`src/rtl/square_pkg.sv`:
```
// Shared widths and result bit positions for the 3-bit squarer.
//   IN_W  : operand width ({A,B,C})
//   OUT_W : result width ({a,b,c,d,e,f})
//   S_*_BIT : position of each named output bit inside the result vector
package square_pkg;

  localparam int unsigned IN_W  = 3;
  localparam int unsigned OUT_W = 6;

  localparam int unsigned S_A_BIT = 5;
  localparam int unsigned S_B_BIT = 4;
  localparam int unsigned S_C_BIT = 3;
  localparam int unsigned S_D_BIT = 2;
  localparam int unsigned S_E_BIT = 1;
  localparam int unsigned S_F_BIT = 0;

endpackage

```
`src/rtl/square_core.sv`:
```
// Purely combinational 3-bit to 6-bit squarer built as sum-of-products.
// Ports:
//   opnd : operand N, unsigned 0..7 (MSB first)
//   sq   : N*N, unsigned 0..49
module square_core
  import square_pkg::*;
(
  input  logic [IN_W-1:0]  opnd,
  output logic [OUT_W-1:0] sq
);

  logic x, y, z;

  assign x = opnd[2];
  assign y = opnd[1];
  assign z = opnd[0];

  // Each result bit read off the 8-entry truth table.
  always_comb begin
    sq          = '0;
    sq[S_A_BIT] = x & y;                          // 6,7
    sq[S_B_BIT] = (x & ~y) | (x & z);             // 4,5,7
    sq[S_C_BIT] = (~x & y & z) | (x & ~y & z);    // 3,5
    sq[S_D_BIT] = y & ~z;                         // 2,6
    sq[S_E_BIT] = 1'b0;                           // squares are never 2 or 3 mod 4
    sq[S_F_BIT] = z;                              // odd operand gives odd square
  end

endmodule

```
`src/rtl/square.sv`:
```
// Pipelined 3-bit squarer with valid tracking and registered outputs.
// Ports:
//   clk, rst        : clock, synchronous active-high reset
//   in_valid, A,B,C : operand N = {A,B,C} qualified by in_valid
//   a..f            : registered square bits 5..0
//   out_valid       : in_valid delayed by PIPE_STAGES cycles
// PIPE_STAGES (1 or 2) is the latency from input sample to output.
module square
  import square_pkg::*;
#(
  parameter int unsigned PIPE_STAGES = 1
) (
  input  logic clk,
  input  logic rst,
  input  logic in_valid,
  input  logic A,
  input  logic B,
  input  logic C,
  output logic a,
  output logic b,
  output logic c,
  output logic d,
  output logic e,
  output logic f,
  output logic out_valid
);

  logic [IN_W-1:0]  core_in;
  logic             core_load;
  logic [OUT_W-1:0] core_sq;
  logic [OUT_W-1:0] res;
  logic             res_vld;

  generate
    if (PIPE_STAGES == 2) begin : g_two
      logic [IN_W-1:0] opnd_q;
      logic            opnd_vld;

      // Operand stage: captures only qualified inputs so idle cycles hold data.
      always_ff @(posedge clk) begin
        if (rst) begin
          opnd_q   <= '0;
          opnd_vld <= 1'b0;
        end else begin
          opnd_vld <= in_valid;
          if (in_valid) begin
            opnd_q <= {A, B, C};
          end
        end
      end

      assign core_in   = opnd_q;
      assign core_load = opnd_vld;
    end else begin : g_one
      assign core_in   = {A, B, C};
      assign core_load = in_valid;
    end
  endgenerate

  square_core u_core (
    .opnd (core_in),
    .sq   (core_sq)
  );

  // Result stage: reset clears, otherwise loads only on a valid operand.
  always_ff @(posedge clk) begin
    if (rst) begin
      res     <= '0;
      res_vld <= 1'b0;
    end else begin
      res_vld <= core_load;
      if (core_load) begin
        res <= core_sq;
      end
    end
  end

  assign a         = res[S_A_BIT];
  assign b         = res[S_B_BIT];
  assign c         = res[S_C_BIT];
  assign d         = res[S_D_BIT];
  assign e         = res[S_E_BIT];
  assign f         = res[S_F_BIT];
  assign out_valid = res_vld;

endmodule

```
`config.mk`:
```
export PLATFORM = sky130hd
export DESIGN_NAME = square
export DESIGN_NICKNAME = d
export VERILOG_FILES = /design/src/rtl/square_pkg.sv /design/src/rtl/square_core.sv /design/src/rtl/square.sv
export SDC_FILE = /design/constraint.sdc
export NUM_CORES = 1
export LEC_CHECK = 0
export CORE_AREA = 4 4 41 43
export DETAILED_ROUTE_END_ITERATION = 10
export DIE_AREA = 0 0 45 47
export PLACE_DENSITY = 0.4
export SYNTH_ARGS = -nofsm -noshare
export SYNTH_HDL_FRONTEND = slang
export SYNTH_SLANG_ARGS = --single-unit
```
`constraint.sdc`:
```
create_clock -name clk -period 1.8 [get_ports clk]
set_clock_uncertainty 0.1 [all_clocks]
set_input_delay 0.36 -clock clk [delete_from_list [all_inputs] [get_ports clk]]
set_output_delay 0.36 -clock clk [all_outputs]
set_load 0.01 [all_outputs]
```
[Word-level counts from Yosys, hierarchy flattened]
Cells that the tools add are included.
Word-level totals
  output and inout bits: 7
  input bits: 6
  flip-flop bits (word level): 6
Operators by class
  bitwise gates (word level): 12
Operator list (number)
  $and 1x1->1: 7
  $not 1->1: 3
  $or 1x1->1: 2

[Depth between registers and ports, before layout]
  depth in word-level cells: 4
  mapped depth: 3

[Hierarchy]
A second synthesis with hierarchy kept.
Unflattened totals
  cell total of the unflattened synthesis: 29
  area total of the unflattened synthesis: 297.8 um^2
By module, submodules not included
  square: instances 1, cells an instance 21, area each 240.2 um^2, sequential area each 140.1 um^2
  square_core: instances 1, cells an instance 8, area each 57.6 um^2, sequential area each 0.0 um^2

[Least setup slack after synthesis]
No wires, ideal clock.
  path kind: input to register
  from: input in_valid
  to: register res[2]
  arrival: 0.742 ns
  cell stages on the path: 3
  setup slack: 0.888 ns
  buffers on the path: 1
  cell sequence: buf_4 nand2b_1 a21oi_1
RTL lines
  from (decl): line square.sv:15  | input logic in_valid,
  to (signal assigned): line square.sv:73  | res <= core_sq;
  to (decl): line square.sv:31  | logic [OUT_W-1:0] res;

[Final worst setup path]
  from: register res[5]
  to: output a
RTL lines
  to (decl): line square.sv:19  | output logic a,
No word-level cell between the ends.

==> qor.txt <==
status: completed
Final Hold Vio Count: 0
crit-path cells: clkdlybuf4s50_1
Layout Nets: 46
most frequent cells in the layout: 11 x clkdlybuf4s50_1, 6 x dfxtp_1, 5 x nand2b_1
total CTS buffers: 3
root buffer cell: clkbuf_4
share of the synthesized area in the top cell type: 49.74%
Ys Warns: 0
buffers from clock root to sink, at most: 2
first-pass GRT wire length: 821 um
latest clock arrival within the worst-skew pair: 0.24 ns
Port Buf Inserts: 11
dpl cell area: 355.3 sq um
via count: 214
CTS sink cnt: 6
CP max stage delay: 0.54 ns
number of synthesized register bits: 6
fmax: 637.8 MHz
DR iter-0 viols: 4
Final period util: 87.10%
detailed placement HPWL: 401 um
Worst Setup End Kind: primary output
post-CTS setup buffers: 0
commonest non-fill, non-tap cell in the layout: clkdlybuf4s50_1
number of vias per cell: 4.038
RSZ-0062 raised after global routing: false
Total Die Area: 2115 sq um
initial antenna violation count: 0
Leakage: 0.1387 nW
Filler Cells Inserted: 154
H-tree depth: 1
Ports: 13
number of global-route vias before repair: 206
Final Cell Area: 377.9 sq um
Clk pin slew, worst setup/hold paths: 0.04 ns
Slew Limit Fails: 0
Post-DRT Antenna Nets: 0
Pre-Repair DR Iteration Count: 2
Hold WC Path Type: reg2reg
Post-Syn Area per Cell: 9.288 sq um
synth-to-layout area growth: 56.48%
CTS-repair resized insts: 0
WL/cell: 9.528 um
Critical Path Fanout Max: 2
Data arrival, critical path: 1.11 ns
post-synth cell types: 11
TNS Setup: 0 ns
gpl congestion: 0.6983
Starting Density: 18.56%
critical path launch point type: register
Antenna Cells: 0
fin worst setup slack: 0.2322 ns
Syn Std Cell Area: 241.5 sq um
worst path bufs/invs: 1
DRC: 0
Multi-input gate area: 106.4 sq um
Hold-fix buffers, CTS: 0
CTS tree: built
core area: 1301 sq um
Syn Inst Count: 26
CP required: 1.34 ns
pwr dens: 811.2 nW/um^2
min Tclk post-route: 1.568 ns
Sequential cell area: 120.1 sq um
layout cells sized above 1: 7.895%
CP Class: reg2out
peak supply drop: 0.3678 mV
synth top area cells: dfxtp_1 50%, nand2b_1 13%, a21oi_1 8.3%
GRT Util Overall: 6.181%
Final setup viols: 0
worst hold margin: 0.3692 ns
row cnt: 13
Syn Nets: 32
DRT Wirelength: 505 um
largest area contributor in the netlist: dfxtp_1
DIE HEIGHT: 47 um
delay-heaviest family, CP: buffers and inverters
setup slack after placement: 0.3122 ns
largest net degree at the start of global routing: 11
CP max-delay cell: clkdlybuf4s50_1
remaining global-route overflow: 0
Die X: 45 um
max_cap viols: 0
sequential share of the synthesized area: 49.74%
==> Yosys cell counts <==
library cell and number:
nand3b_1 1, nand3_1 3, conb_1 1, mux2i_1 1, xor2_1 1, dfxtp_1 6
nor2_1 1, nand2b_1 5, a21oi_1 4, nor2b_1 1, buf_4 2
==> routing by layer <==
| layer | part of all wire [%] | global-route usage [%] |
|---|---|---|
| met4 | 0 | 3.509 |
| met3 | 12 | 6.897 |
| met2 | 51 | 9.040 |
| met5 | 0 | 0 |
| met1 | 37 | 5.046 |
==> worst reg2reg max path, delay by kind of cell, from the launching register on <==
family,cells,cell delay (ns)
flops,1,0.30
mux,1,0.12
simple gates,1,0.05
==> power breakdown <==
group / internal (mW) / switching [mW]
registers: 0.140 / 0.00280
logic: 0.0274 / 0.0181
clock network: 0.0751 / 0.0432
==> state kept, by name, summed over array words and instances, names as in the netlist <==
name	flops
res	5
out_valid	1
==> per-stage QoR <==
stage,utilization [%],std cells,power (mW)
6_report,29.04,53,0.3065
5_1_grt,29.04,53,0.3316
4_1_cts,29.04,53,0.3156
3_5_place_dp,27.31,50,0.1912
3_3_place_gp,27.31,50,0.1911
2_1_floorplan,-,26,0.1649
==> logic make-up after synthesis <==
group	share of synthesized area (%)
and+or+nand+nor	26.42
DFF	49.74
AOI/OAI and AO/OA	8.290
buffers and inverters	6.216
xor gates and xnor gates	3.628
muxes	4.145
other	1.553
==> area by class of cell <==
type / instances / area share [%]
sequential: 6 / 31.79
timing repair buffer: 11 / 29.14
multi-input combinational: 18 / 28.15
clock buffer: 3 / 5.960
tap: 15 / 4.967
==> worst paths after layout <==
kind	from	end	slack (ns)	cells after the start
setup / recovery	res[5]	a	0.23	1
hold / removal	res[4]	res[4]	0.37	2
setup reg to reg	res[0]	res[0]	1.12	2
hold reg to reg	res[4]	res[4]	0.37	2
No activity file was read; power rests on OpenSTA's default activity.
